<file path="src/rtl/gx4000_joy_pkg.sv">
// GX4000 Plus-mode controller ports: shared offsets and bit indices.
package gx4000_joy_pkg;

  localparam logic [7:0] JOY_OFF_CTRL   = 8'd0;
  localparam logic [7:0] JOY_OFF_STATUS = 8'd1;
  localparam logic [7:0] JOY_OFF_DATA   = 8'd2;
  localparam logic [7:0] JOY_WIN        = 8'd6;

  localparam int CTRL_SWAP   = 0;
  localparam int CTRL_DB_EN  = 1;
  localparam int CTRL_AF_LSB = 4;

  localparam int BTN_UP    = 0;
  localparam int BTN_DOWN  = 1;
  localparam int BTN_LEFT  = 2;
  localparam int BTN_RIGHT = 3;
  localparam int BTN_FIRE1 = 4;
  localparam int BTN_FIRE2 = 5;
  localparam int BTN_FIRE3 = 6;

  function automatic logic [7:0] ctrl_mask(input int num_ports);
    logic [7:0] m;
    m = 8'h03;
    for (int n = 0; n < 4; n++)
      if (n < num_ports) m[CTRL_AF_LSB+n] = 1'b1;
    return m;
  endfunction

endpackage

</file>
<file path="src/rtl/gx4000_joy_debounce.sv">
// One controller port: 2-flop synchroniser, stability counter,
// stable register and a change strobe for the edge that loads it.
module gx4000_joy_debounce #(
  parameter int BTN_W           = 7,
  parameter int DEBOUNCE_CYCLES = 16
) (
  input  logic             clk_sys,
  input  logic             reset,
  input  logic             db_en,
  input  logic [BTN_W-1:0] raw,
  output logic [BTN_W-1:0] stable,
  output logic             changed
);
  import gx4000_joy_pkg::*;

  localparam int CW = (DEBOUNCE_CYCLES > 0) ?
    $clog2(DEBOUNCE_CYCLES + 1) : 1;
  localparam logic [CW-1:0] CNT_LAST =
    CW'((DEBOUNCE_CYCLES > 0) ? DEBOUNCE_CYCLES - 1 : 0);
  localparam logic [CW-1:0] CNT_MAX = CW'(DEBOUNCE_CYCLES);

  logic [BTN_W-1:0] s1, s2, prev;
  logic [BTN_W-1:0] stable_q, stable_nxt;
  logic [CW-1:0]    cnt, cnt_nxt;

  always_comb begin
    stable_nxt = stable_q;
    cnt_nxt    = cnt;
    if (!db_en || DEBOUNCE_CYCLES == 0) begin
      stable_nxt = s2;
      cnt_nxt    = '0;
    end else if (s2 != prev || s2 == stable_q) begin
      cnt_nxt = '0;
    end else if (cnt == CNT_LAST) begin
      stable_nxt = s2;
      cnt_nxt    = '0;
    end else if (cnt != CNT_MAX) begin
      cnt_nxt = cnt + 1'b1;
    end
  end

  always_ff @(posedge clk_sys) begin
    if (reset) begin
      s1       <= '0;
      s2       <= '0;
      prev     <= '0;
      stable_q <= '0;
      cnt      <= '0;
    end else begin
      s1       <= raw;
      s2       <= s1;
      prev     <= s2;
      stable_q <= stable_nxt;
      cnt      <= cnt_nxt;
    end
  end

  assign stable  = stable_q;
  assign changed = (stable_nxt != stable_q);

endmodule

</file>
<file path="src/rtl/gx4000_joy_ports.sv">
// Plus-mode controller port block: debounced ports, autofire,
// CTRL / sticky STATUS / per-port DATA registers at BASE_ADDR.
module gx4000_joy_ports #(
  parameter int         NUM_PORTS       = 2,
  parameter int         BTN_W           = 7,
  parameter int         DEBOUNCE_CYCLES = 16,
  parameter int         AUTOFIRE_DIV    = 4096,
  parameter logic [7:0] BASE_ADDR       = 8'h70
) (
  input  logic                       clk_sys,
  input  logic                       reset,
  input  logic                       plus_mode,
  input  logic [15:0]                cpu_addr,
  input  logic [7:0]                 cpu_data,
  input  logic                       cpu_wr,
  input  logic                       cpu_rd,
  input  logic [NUM_PORTS*BTN_W-1:0] joy,
  output logic [7:0]                 io_dout,
  output logic                       irq_chg
);
  import gx4000_joy_pkg::*;

  localparam int PW = $clog2(AUTOFIRE_DIV);
  localparam logic [7:0] CTRL_MASK = ctrl_mask(NUM_PORTS);
  localparam logic [PW-1:0] PRE_LAST = PW'(AUTOFIRE_DIV - 1);

  logic [7:0]             ctrl;
  logic [3:0]             status;
  logic                   rd_q;
  logic [PW-1:0]          presc;
  logic                   af_phase;
  logic [3:0][BTN_W-1:0]  stable;
  logic [3:0]             chg;
  logic [7:0]             data [4];
  logic [7:0]             off;
  logic [1:0]             pidx;
  logic                   wr_ctrl, rd_clr;
  logic                   unused_addr;

  assign unused_addr = ^cpu_addr[15:8];
  assign off     = cpu_addr[7:0] - BASE_ADDR;
  assign wr_ctrl = plus_mode & cpu_wr & (off == JOY_OFF_CTRL);
  assign rd_clr  = plus_mode & cpu_rd & ~rd_q &
                   (off == JOY_OFF_STATUS);

  for (genvar n = 0; n < 4; n++) begin : g_port
    if (n < NUM_PORTS) begin : g_on
      gx4000_joy_debounce #(
        .BTN_W(BTN_W),
        .DEBOUNCE_CYCLES(DEBOUNCE_CYCLES)
      ) u_db (
        .clk_sys(clk_sys),
        .reset(reset),
        .db_en(ctrl[CTRL_DB_EN]),
        .raw(joy[n*BTN_W +: BTN_W]),
        .stable(stable[n]),
        .changed(chg[n])
      );
    end else begin : g_off
      assign stable[n] = '0;
      assign chg[n]    = 1'b0;
    end
  end

  always_ff @(posedge clk_sys) begin
    if (reset) begin
      ctrl     <= '0;
      status   <= '0;
      rd_q     <= 1'b0;
      presc    <= '0;
      af_phase <= 1'b1;
    end else begin
      rd_q <= cpu_rd;
      if (wr_ctrl) ctrl <= cpu_data & CTRL_MASK;
      // a change landing on the clearing read edge survives it
      status <= (rd_clr ? 4'h0 : status) | chg;
      if (presc == PRE_LAST) begin
        presc    <= '0;
        af_phase <= ~af_phase;
      end else begin
        presc <= presc + 1'b1;
      end
    end
  end

  assign irq_chg = |status;

  always_comb begin
    for (int n = 0; n < 4; n++) begin
      data[n] = 8'(stable[n]);
      if (ctrl[CTRL_AF_LSB+n])
        data[n][BTN_FIRE1] = stable[n][BTN_FIRE1] & af_phase;
      data[n][7] = 1'b0;
    end
  end

  always_comb begin
    pidx = 2'(off - JOY_OFF_DATA);
    if (ctrl[CTRL_SWAP] && !pidx[1]) pidx[0] = ~pidx[0];
  end

  always_comb begin
    io_dout = 8'hFF;
    if (plus_mode) begin
      unique case (1'b1)
        off == JOY_OFF_CTRL:
          io_dout = ctrl;
        off == JOY_OFF_STATUS:
          io_dout = {4'h0, status};
        off >= JOY_OFF_DATA && off < JOY_WIN:
          if (int'(pidx) < NUM_PORTS) io_dout = data[pidx];
        default: ;
      endcase
    end
  end

endmodule

</file>
<file path="config.mk">
export PLATFORM = sky130hd
export DESIGN_NAME = gx4000_joy_ports
export DESIGN_NICKNAME = d
export VERILOG_FILES = /design/src/rtl/gx4000_joy_pkg.sv /design/src/rtl/gx4000_joy_debounce.sv /design/src/rtl/gx4000_joy_ports.sv
export SDC_FILE = /design/constraint.sdc
export NUM_CORES = 1
export LEC_CHECK = 0
export BUFFER_PORTS_ARGS = -buffer_cell sky130_fd_sc_hd__buf_2
export CAP_MARGIN = 0
export CORE_UTILIZATION = 55
export DETAILED_ROUTE_END_ITERATION = 10
export PLACE_DENSITY = 0.86
export SYNTH_ARGS = -nofsm -noshare
export SYNTH_HDL_FRONTEND = slang
export SYNTH_HIERARCHICAL = 1
export SYNTH_SLANG_ARGS = --single-unit
</file>
<file path="constraint.sdc">
create_clock -name clk_sys -period 4.3 [get_ports clk_sys]
set_clock_uncertainty 0.2 [all_clocks]
set_input_delay 0 -clock clk_sys [delete_from_list [all_inputs] [get_ports clk_sys]]
set_output_delay 0 -clock clk_sys [all_outputs]
set_load 0.01 [all_outputs]
</file>
== Word-level counts from Yosys, hierarchy flattened ==
Index checks and enable logic that the tools add are counted.

* $add $sub $neg: 5
* Multiply operators: 0
* Divide/modulo/power cells: 0
* Order comparisons: 4
* Equal/unequal tests: 12
* Shift-type cells: 0
* Multiplexer cells: 16
* Bitwise operators: 13
* Reduce and logical (&&, ||, !) cells: 10

{| class="wikitable"
|+ Operator list
! cell !! number
|-
| $mux W7 || 6
|-
| $mux W8 || 4
|-
| $ne A7 B7 Y1 || 4
|-
| $pmux W8 S3 || 1
|-
| $bmux W8 S2 || 1
|-
| $eq A7 B7 Y1 || 2
|-
| $add A12 B1 Y12 const B || 1
|-
| $eq A12 B12 Y1 const B || 1
|-
| $reduce_or A4 Y1 || 3
|-
| $add A5 B1 Y5 const B || 2
|-
| $eq A5 B4 Y1 const B || 2
|-
| $ne A5 B5 Y1 const B || 2
|-
| $eq A8 B1 Y1 const B || 1
|-
| $ge A8 B2 Y1 const B || 1
|-
| $logic_not A8 Y1 || 1
|-
| $lt A8 B3 Y1 const B || 1
|-
| $sub A8 B7 Y8 const B || 1
|-
| $and A1 B1 Y1 || 7
|-
| $mux W4 || 1
|-
| $not A1 Y1 || 4
|-
| $or A4 B2 Y4 || 1
|-
| $ge A3 B3 Y1 const B || 1
|-
| $mux W1 || 3
|-
| $not A2 Y3 || 1
|-
| 6 further kinds || 8
|}

* Bits in registers: 88
* Latch bits: 0
* Memory bits (writable): 0
* Memory bits (read-only): 0
* Bits of input ports: 43
* Output and inout port bits: 9
* Word-level logic and storage cells: 75
* Memories kept: 0

== Logic depth before layout (Yosys ltp) ==
Gate-level depths: netlist of run 1.

* Depth in word-level cells: 12
* Mapped depth: 7
* Gate-level depth less buffers: 7

== Cells and area by module ==
Netlist of run 1, hierarchy kept.

{| class="wikitable"
|+ By module, submodules not included
! module !! times used !! cells an instance !! area each (µm²) !! sequential area each (µm²)
|-
| gx4000_joy_debounce at g_port[1].g_on.u_db || 1 || 118 || 1283.7 || 660.6
|-
| gx4000_joy_debounce at g_port[0].g_on.u_db || 1 || 118 || 1275.0 || 660.6
|-
| gx4000_joy_ports || 1 || 127 || 1169.9 || 400.4
|}

== Least setup slack after synthesis of run 1 ==
OpenSTA, ideal clock, no wires.

* Kind: reg-to-reg
* Start point: reg g_port[0].g_on.u_db.cnt[0]
* End point: reg g_port[0].g_on.u_db.cnt[2]
* Setup time: 0.073 ns
* Arrival time: 1.625 ns
* Required time: 4.027 ns
* Slack: 2.402 ns
* Stages on the path, launching flop included: 6
* Path buffers: 0
* Clock period less this slack: 1.898 ns
* Cells stage by stage: dfxtp_1 -> ha_1 -> and3_1 -> ha_1 -> or4b_4 -> nor3_2

* Longest elaborated chain between the ends: 2
* Elaborated cells between the ends (all ways): 4
* Those cells by class: 1 x add/sub; 2 x eq/ne; 1 x reduce/logical

{| class="wikitable"
|+ RTL lines
! element !! RTL line !! text
|-
| from (decl) || gx4000_joy_debounce.sv:24 || <nowiki>logic [CW-1:0] cnt, cnt_nxt;</nowiki>
|-
| from (signal assigned) || gx4000_joy_debounce.sv:54 || <nowiki>cnt <= cnt_nxt;</nowiki>
|-
| parallel branches: the longest is 2 deep, another holds $add A5 B1 Y5 || -- ||
|}

Parallel ways; which one is timed is not known.
A chain may end at the register's enable or synchronous reset.

== Worst setup path after layout of run 1 ==
* Start point: reg g_port[0].g_on.u_db.cnt[1]
* End point: reg g_port[0].g_on.u_db.stable_q[4]

* Longest elaborated chain between the ends: 4

{| class="wikitable"
|+ RTL lines
! element !! RTL line !! text
|-
| $eq A5 B4 Y1 || gx4000_joy_debounce.sv:34 || <nowiki>end else if (cnt == CNT_LAST) begin</nowiki>
|-
| $mux W7 || gx4000_joy_debounce.sv:34 ||
|-
| $mux W7 || gx4000_joy_debounce.sv:32 || <nowiki>end else if (s2 != prev || s2 == stable_q) begin</nowiki>
|-
| $mux W7 || gx4000_joy_debounce.sv:29 || <nowiki>if (!db_en || DEBOUNCE_CYCLES == 0) begin</nowiki>
|-
| to (signal assigned) || gx4000_joy_debounce.sv:53 || <nowiki>stable_q <= stable_nxt;</nowiki>
|-
| to (decl) || gx4000_joy_debounce.sv:23 || <nowiki>logic [BTN_W-1:0] stable_q, stable_nxt;</nowiki>
|}

Every way passes these cells.

==> results of run 1 <==
-- per-layer routing --
metal,wire length [um],GRT usage (%)
met5,0,0
met3,274,5.11
met2,3520,38.6
met1,3090,22.9
met4,95,8.32
-- per-stage QoR --
stage                     instance area (um^2)  total power [mW]  hold WS, ns  utilization [%]  setup WS (ns)
after floorplan                           3730             0.926      -0.0718                -           2.40
after global placement                    3990             0.955      0.00739             61.8           2.20
after detailed placement                  3990             0.960       0.0133             61.8           2.13
after CTS                                 4430              1.57       0.0595             68.6           2.12
after global routing                      4430              1.62        0.102             68.6           1.94
final                                     4430              1.56       0.0670             68.6           2.12
-- cell type report --
cell class	count	area (um^2)	share of cell area (%)
flip-flops and latches	86	1720	38.8
clock inverters	4	72.6	1.64
well taps	77	96.3	2.17
repair buffers	63	433	9.77
clock buffers	10	138	3.11
multi-input cells	253	1910	43.2
inverters	15	56.3	1.27
-- registers in the layout (all words and copies together) (netlist names) --
| name | count |
|---|---|
| g_port.g_on.u_db/prev | 14 |
| g_port.g_on.u_db/s1 | 14 |
| g_port.g_on.u_db/s2 | 14 |
| g_port.g_on.u_db/stable | 14 |
| presc | 12 |
| g_port.g_on.u_db/cnt | 10 |
| ctrl | 4 |
| status | 2 |
| af_phase | 1 |
| rd_q | 1 |
-- report_power, final --
group / total, mW / leakage (nW) / switching, mW / internal [mW]
Sequential: 0.835 / 0.703 / 0.0155 / 0.820
Combinational: 0.120 / 0.956 / 0.0566 / 0.0637
Clock: 0.603 / 0.104 / 0.267 / 0.336
-- critical path: stages (launching register included) --
cell and delay (ns):
sky130_fd_sc_hd__dfxtp_1 0.38, sky130_fd_sc_hd__ha_1 0.20, sky130_fd_sc_hd__and3_1 0.20, sky130_fd_sc_hd__ha_1 0.21
sky130_fd_sc_hd__inv_1 0.05, sky130_fd_sc_hd__o21ai_0 0.43, sky130_fd_sc_hd__mux2_2 0.39
-- Yosys cell counts (2+ instances only) --
cell type | number | area (um^2)
sky130_fd_sc_hd__xnor2_1 | 24 | 210
sky130_fd_sc_hd__o211ai_1 | 2 | 15.0
sky130_fd_sc_hd__clkbuf_1 | 7 | 26.3
sky130_fd_sc_hd__a211oi_1 | 2 | 15.0
sky130_fd_sc_hd__and4_1 | 2 | 17.5
sky130_fd_sc_hd__o22ai_1 | 2 | 12.5
sky130_fd_sc_hd__and3_1 | 2 | 12.5
sky130_fd_sc_hd__nor3_2 | 3 | 30.0
sky130_fd_sc_hd__a21oi_1 | 5 | 25.0
sky130_fd_sc_hd__nor4_1 | 2 | 12.5
sky130_fd_sc_hd__inv_1 | 15 | 56.3
sky130_fd_sc_hd__mux2i_1 | 15 | 150
sky130_fd_sc_hd__o21ai_1 | 2 | 10.0
sky130_fd_sc_hd__nor3_1 | 4 | 20.0
sky130_fd_sc_hd__dfxtp_1 | 86 | 1720
sky130_fd_sc_hd__xor2_1 | 21 | 184
sky130_fd_sc_hd__or4b_4 | 2 | 27.5
sky130_fd_sc_hd__nand3_1 | 7 | 35.0
sky130_fd_sc_hd__nand2_1 | 5 | 18.8
sky130_fd_sc_hd__nor2b_1 | 57 | 357
sky130_fd_sc_hd__mux2_2 | 14 | 158
sky130_fd_sc_hd__ha_1 | 11 | 138
sky130_fd_sc_hd__buf_2 | 2 | 10.0
sky130_fd_sc_hd__nor2_1 | 28 | 105
sky130_fd_sc_hd__nand2b_1 | 13 | 81.3
sky130_fd_sc_hd__a22oi_1 | 6 | 45.0
sky130_fd_sc_hd__nand4_1 | 6 | 37.5
sky130_fd_sc_hd__nor4b_1 | 2 | 17.5
-- worst paths after layout --
check                                               start                                        to  slack [ns]  cells past startpoint
setup / recovery  g_port[0].g_on.u_db/cnt[1]$_SDFFE_PP0P_  g_port[0].g_on.u_db/stable[4]$_SDFF_PP0_        2.12                      6
hold / removal                                cpu_addr[2]                      status[0]$_SDFF_PP0_        0.07                      5
setup reg to reg  g_port[0].g_on.u_db/cnt[1]$_SDFFE_PP0P_  g_port[0].g_on.u_db/stable[4]$_SDFF_PP0_        2.12                      6
hold reg to reg      g_port[1].g_on.u_db/s1[4]$_SDFF_PP0_      g_port[1].g_on.u_db/s2[4]$_SDFF_PP0_        0.24                      1
-- layout by cell type, fill, tap and decap left out, drive strengths merged, types with 5 or more instances in the layout --
| master | count |
|---|---|
| dfxtp | 86 |
| nor2b | 57 |
| buf | 40 |
| nor2 | 28 |
| xnor2 | 24 |
| dlygate4sd3 | 23 |
| xor2 | 22 |
| mux2i | 15 |
| inv | 15 |
| mux2 | 14 |
| nand2b | 13 |
| ha | 11 |
| clkbuf | 10 |
| nand3 | 7 |
| nor3 | 7 |
| a22oi | 6 |
| nand4 | 6 |
| a21oi | 6 |
| nand2 | 5 |
-- logic make-up after synthesis --
logic type,count (synthesis)
AND/OR/NAND/NOR,140
flip-flops,86
XOR/XNOR,46
multiplexers,29
AO/OA/AOI/OAI,27
buffers and inverters,24
adder cells (fa/ha/maj),11
-- what timing repair did --
item,in CTS,in global routing
endpoints found under the setup margin,0,0
hold buffers,23,0
gates resized for setup,0,0
endpoints found under the hold margin,21,0
==> results by stage, run 1 <==
Routing:
- In the final routed layout, each cell accounts on average for ~14 um.
- After detailed routing, the number of remaining DRC violations is 5.
- The final layout contains routed wiring with a total length of about 7000 um.
- Using the TritonRoute via totals, the vias-per-cell ratio works out to about 5.2.
- The count of vias placed by the detailed router is around 2,600.
- The first-iteration detailed-routing DRC count is around 120.
- The number of detailed-routing iterations run before antenna repair is 7.
- The number of nets still failing antenna checks after routing is 0.

Clocking:
- The later pin in the worst-skew pair is clocked with a latency of ~0.34 ns.
- The buffer type at the clock tree root is sky130_fd_sc_hd__clkbuf_8.
- Once the clock tree was built, the setup fixing pass inserted 0 buffers.
- Counting the buffers created by CTS gives 9.
- The deepest clock path buffer count is 2.
- The H-tree was split into 3 levels.
- The TritonCTS clock tree is yes.
- The clock-pin slew on the worst setup and hold paths is around 0.080 ns.
- The number of clock sinks seen by CTS is between 80 and 90.

GRT:
- The via count of the first global-routing pass was between 2,000 and 3,000.
- The global-route wire length before repair is around 12,000 um.
- For this run the aggregate overflow at the end of global routing stands at 0.
- Across every metal layer, demand over resource in global routing totals a little over a fifth.
- The number of antenna violations at the first check in global routing is 0.
- The maximum number of pins on one net before global-route repair is 74.

Floorplan:
- Once the floorplan was initialized, standard cells occupied between 50% and 60% of the core.
- The height of the chip is between 80 and 90 um.
- The floorplan step defined a die boundary enclosing just over 7000 um^2.
- The floorplan has 29 rows.
- The die outline width is 84.3 um.
- The total I/O pin count is between 50 and 60.
- The floorplan step defined a core boundary enclosing approximately 6500 um^2.

Placement:
- Including well taps, the total number of placed cells is 471.
- The final HPWL from detailed placement is 4700 um.
- The congestion estimate from routability-driven global placement came to 0.812.
- In this run the tool buffered the top-level ports with 39 buffer cells.

Outcome:
- The final reports fail on DRC.
- The flow ran to the end, but the final reports show violations.

STA:
- The number of endpoints failing setup at the final stage is 0.
- The setup TNS after final layout is 0 ns.
- Setup repair after global routing left no endpoint under its margin.
- The minimum clock period is between 2 and 2.5 ns.
- In the finished design, the share of the clock period the worst path needs comes to between 50% and 60%.
- The number of endpoints with negative hold slack in the final report came to 0.
- The highest attainable clock frequency is around 0.46 GHz.
- The headroom to the max-slew limit is about 37%.
- The transition time at the pin with the least slew margin is just over 0.9 ns.
- The final count of pins violating max slew is 0.

Min path:
- In this run the worst hold path is classified as input pin to flop.

Logic synthesis:
- The synthesized design contains 0 enable-type register cells.
- The distinct cell type count of the synthesized netlist is 44.
- After Yosys synthesis, XOR and XNOR cells account for 11.3% of the synthesized area.
- Among all flip-flop cells after synthesis, the most frequent one is sky130_fd_sc_hd__dfxtp_1.
- The simple-gate area share of the yosys netlist is between 20 and 25%.
- The post-synthesis compound-gate area fraction is under 10%.
- The total standard cell area after synthesis is ~3700 um^2.
- For this run, the number of Yosys warnings is 6.
- In the synthesized netlist, mux cells make up 8.26% of the area.
- The synthesized netlist devotes 3.69% of its cell area to adder and majority cells.
- The number of nets in the synthesized netlist is about 420.
- Synthesis inferred 86 register bits.
- Summing the sequential cell areas from Yosys gives between 40% and 50% of the chip area.
- Counting flops with an async set or reset pin after synthesis yields a share of 0%.
- In the synthesized netlist, the number of instances is between 300 and 400.
- Each instance of the synthesized netlist takes up on average 10.3 um^2.
- The largest family of logic cells by synthesized area is simple AND/OR/NAND/NOR gates.

Cells and area:
- Relative to the synthesized area, the layout overhead comes to 18.9%.
- The repair_antennas step left the layout with diodes totalling 0.
- The layout cell share with drive strength beyond 1 is roughly a fifth.
- For this run, the post-layout net count is around 480.
- After filler insertion, the fill cell instance count of the layout stands at between 400 and 500.
- The filler-free cell count of the finished design is 508.

Critical path:
- The capturing element type of the critical path is a flop.
- The data required time at the worst endpoint is approximately 4.3 ns.
- Of all nets on the critical path, the largest fanout is 4.
- The start-to-end type of the worst setup path is flop to flop.
- The kind of launch point of the worst setup path is a flop.
- At the worst endpoint, the arrival time is ~2.2 ns.

Power and ir drop:
- The worst voltage drop across the vdd grid is slightly below 0.3 mV.
- In this run the power density over the cells is between 300 and 400 nW/um^2.
- The leakage power summed over all cells is approximately 1.8 nW.

Flow run:
- The total of max-cap violations is 0.
(Power assumes the default switching activity.)
==> inputs of run 2 (changes only) <==
--- a/config.mk
+++ b/config.mk
@@ -7,9 +7,9 @@
 export LEC_CHECK = 0
 export BUFFER_PORTS_ARGS = -buffer_cell sky130_fd_sc_hd__buf_2
 export CAP_MARGIN = 0
-export CORE_UTILIZATION = 55
+export CORE_UTILIZATION = 51
 export DETAILED_ROUTE_END_ITERATION = 10
-export PLACE_DENSITY = 0.86
+export PLACE_DENSITY = 0.84
 export SYNTH_ARGS = -nofsm -noshare
 export SYNTH_HDL_FRONTEND = slang
 export SYNTH_HIERARCHICAL = 1
==> constraint.sdc (replaced) <==
create_clock -name clk_sys -period 1.9 [get_ports clk_sys]
set_clock_uncertainty 0.2 [all_clocks]
set_input_delay 0 -clock clk_sys [delete_from_list [all_inputs] [get_ports clk_sys]]
set_output_delay 0 -clock clk_sys [all_outputs]
set_load 0.01 [all_outputs]
==> run 2 against run 1 <==
  * The run ends with setup timing left
  * Clock-buffer cell count rose by 2
  * Die area rose by 7.7%
  * Maximum frequency rose by 1.5%
  * Via count rose by 11%
  * Setup slack got worse by 2.4 ns
==> results by stage, run 2 (synthesis results as in run 1) <==
Critical path:
- The critical path is of the flop to flop type.
- The endpoint of the worst-slack reg-to-reg timing path is g_port[0].g_on.u_db/stable[2]$_SDFF_PP0_.
- In this run the worst path has a maximum fanout of 4.
- The critical path goes through xnor2_1 > nand4_1 > o211ai_1 > o21ai_1 > buf_4 > mux2_4.
- For the worst setup path, the data arrival time is roughly 2.2 ns.
- For the worst flop-to-flop path, the logic depth is 6.
- The worst setup path is launched from a flop.
- Grouping stages by cell kind, the critical path spends the most delay in compound AO/OA/AOI/OAI gates.
- The highest cell delay on the worst timing path is approximately 0.42 ns.
- The slowest cell on the critical path is sky130_fd_sc_hd__o211ai_1.
- The worst setup path is captured at a flop.
- The data required time at the worst endpoint is a little under 2 ns.
- In this run the critical register-to-register path is launched from g_port[0].g_on.u_db/s2[6]$_SDFF_PP0_.
- In this run the register-to-register setup slack is -0.25 ns.
- Counting both buffers and inverters, the worst setup path holds a total of 1.

STA:
- For the pin with the worst max-slew slack, the measured transition is 0.578 ns.
- The highest attainable clock frequency is 0.466 GHz.
- The worst path uses 113% of the clock period.
- The number of endpoints with negative hold slack in the final report is 0.
- Setup slack on the critical path of the routed design comes to -0.247 ns.
- Setup violations remaining at the end of the flow were counted as 25.
- The final count of pins violating max slew came to 0.
- The worst path in the final design needs a cycle of approximately 2.1 ns, including I/O delays and setup.
- Setup repair after global routing could not meet its margin everywhere.
- The headroom to the max-slew limit is between 60% and 70%.

GRT:
- Entering global routing, the biggest net connects 30 pins.
- The number of antenna violations at the first check in global routing is 0.
- Global routing used a little under a quarter of the available tracks across all layers.
- The global-route wire length before repair is approximately 13,000 um.
- The via count of the first global-routing pass came to around 2,900.
- The global route total overflow is 0.

Outcome:
- The flow ran to the end, but the final reports show violations.
- The checks that failed: setup timing.

Power and ir drop:
- The worst voltage drop across the vdd grid is between 0.5 and 0.6 mV.
- In this run the static leakage power is ~2.0 nW.
- The power density over the cells is between 700 and 800 nW/um^2.

Placement:
- The total placed instance area is between 4000 and 5000 um^2.
- Before CTS, the worst setup slack after placement is -0.119 ns.
- Once detailed placement completed, the half-perimeter wirelength came to 4950 um.
- The routability-driven placement congestion ratio is a little over 0.8.
- Input and output buffers added on the ports amount to 39.

Floorplan:
- The die outline width is 87.5 um.
- The floorplan has 30 rows.
- The total I/O pin count is 52.
- The die area is 7660 um^2.
- The placeable core region is 6940 um^2.
- The die is just under 90 um tall.
- The initial cell density of the core is 53.7%.

Routing:
- The number of nets still failing antenna checks after routing is 0.
- The final layout contains routed wiring with a total length of just under 9000 um.
- After the first detailed-routing iteration, the DRC count stood at approximately 170.
- The remaining routing DRC violations is 0.
- The detail-routed net length per standard cell is 15.6 um.
- The number of detailed-routing iterations run before antenna repair is 4.
- The detail-routed via count per cell is between 5 and 6.
- The count of vias placed by the detailed router is 2,908.

Cells and area:
- The library cells used most frequently in the layout, excluding fill and tap cells, are sky130_fd_sc_hd__dfxtp_1, sky130_fd_sc_hd__nor2b_1, sky130_fd_sc_hd__buf_2.
- 0 antenna diodes ended up in the layout.
- The commonest non-fill, non-tap cell in the layout is sky130_fd_sc_hd__dfxtp_1.
- At the end of the flow, the number of nets in the layout was just over 500.
- The area growth from synthesis to final layout is 32.9%.
- The layout cell share with drive strength beyond 1 is 34.1%.
- The finished cells cover between 4000 and 5000 um^2.

Clocking:
- CTS saw 86 sinks.
- In this run the number of H-tree levels came out at 3.
- The clock latency reported for the late side of the worst-skew pair is around 0.36 ns.
- The clock buffer count from CTS is 9.
- The buffer type at the clock tree root is sky130_fd_sc_hd__clkbuf_8.
- TritonCTS built the clock tree.
- After clock tree synthesis, the clock-pin slew on the worst setup and hold paths is approximately 0.08 ns.
- The clock passes through at most 2 buffers.

Min path:
- The cell depth of the worst hold path is 2.
- The hold-critical path endpoint is g_port[0].g_on.u_db/prev[4]$_SDFF_PP0_.
- The worst hold path belongs to the class input pin to flop.
- In this run the most critical hold path is launched from reset.

Flow run:
- Max-cap violations in this run came to 0.
==> run 2: cell count changes in the layout (fill, tap and decap cells not counted), moves of 3 or more <==
cell                            before  now
sky130_fd_sc_hd__dlygate4sd3_1      23   27
sky130_fd_sc_hd__dfxtp_2             0   18
sky130_fd_sc_hd__nor2_1             28   21
sky130_fd_sc_hd__buf_6               0    3
sky130_fd_sc_hd__buf_4               1   24
sky130_fd_sc_hd__xnor2_2             0    6
sky130_fd_sc_hd__nor2_2              0    7
sky130_fd_sc_hd__mux2_2             14    0
sky130_fd_sc_hd__dfxtp_1            86   66
sky130_fd_sc_hd__mux2_4              0   14
sky130_fd_sc_hd__xnor2_1            24   18
==> run 2: layer usage <==
layer / share of wire [%] / vias to the layer above / global-route usage [%]
met4: 2.9 / 0 / 12.5
met5: 0 / - / 0
met1: 42 / 1400 / 26.3
met2: 50 / 80 / 41.7
li1: - / 1408 / -
met3: 4.4 / 20 / 4.17
==> run 2: worst reg2reg max path, stage by stage, from the launching register on <==
cell	delay, ns
sky130_fd_sc_hd__dfxtp_2	0.36
sky130_fd_sc_hd__xnor2_1	0.20
sky130_fd_sc_hd__nand4_1	0.19
sky130_fd_sc_hd__o211ai_1	0.43
sky130_fd_sc_hd__o21ai_1	0.14
sky130_fd_sc_hd__buf_4	0.21
sky130_fd_sc_hd__mux2_4	0.30
==> run 2: how the worst max path moves through the flow <==
stage / end / start / cells past startpoint / slack, ns
finish: g_port[0].g_on.u_db/stable[2]$_SDFF_PP0_ / g_port[0].g_on.u_db/s2[6]$_SDFF_PP0_ / 6 / -0.25
global route: g_port[0].g_on.u_db/stable[6]$_SDFF_PP0_ / g_port[0].g_on.u_db/s2[6]$_SDFF_PP0_ / 6 / -0.30
CTS: g_port[0].g_on.u_db/cnt[2]$_SDFFE_PP0P_ / g_port[0].g_on.u_db/s2[6]$_SDFF_PP0_ / 5 / -0.13
detailed placement: g_port[0].g_on.u_db/cnt[2]$_SDFFE_PP0P_ / g_port[0].g_on.u_db/s2[6]$_SDFF_PP0_ / 5 / -0.12
global placement: g_port[0].g_on.u_db/stable[5]$_SDFF_PP0_ / g_port[0].g_on.u_db/s2[6]$_SDFF_PP0_ / 6 / -0.02
floorplan: g_port[0].g_on.u_db/cnt[2]$_SDFFE_PP0P_ / g_port[0].g_on.u_db/cnt[0]$_SDFFE_PP0P_ / 5 / 0.002
==> run 2: area by class of cell <==
cell class / instances / area [um^2]
Tap cell: 96 / 120
Timing Repair Buffer: 94 / 699
Inverter: 15 / 56.3
Multi-Input combinational cell: 253 / 2120
Sequential cell: 86 / 1750
Clock inverter: 3 / 42.5
Fill cell: 467 / 1990
Clock buffer: 12 / 165
==> run 2: where the power goes <==
part	total (mW)	switching [mW]	internal, mW
combinational	0.396	0.177	0.219
sequential	1.90	0.0419	1.86
clock	1.33	0.621	0.706
==> run 2: what timing repair did <==
action	4_1_cts	5_1_grt
gates resized for setup	40	31
setup endpoints to repair	29	36
buffers inserted	6	3
hold endpoints to repair	25	0
pin swaps	18	19
hold buffers	27	0
==> run 2: stage by stage <==
step	hold slack (ns)	TNS [ns]	instances	power (mW)	util (%)
2_1_floorplan	-0.0718	0	363	2.10	-
3_5_place_dp	0.0141	-1.14	511	2.21	60.3
4_1_cts	0.00751	-1.23	559	3.58	69.6
5_1_grt	0.0369	-4.73	559	3.76	71.4
3_3_place_gp	0.0123	-0.0651	511	2.20	60.3
6_report	0.0552	-2.81	559	3.62	71.4
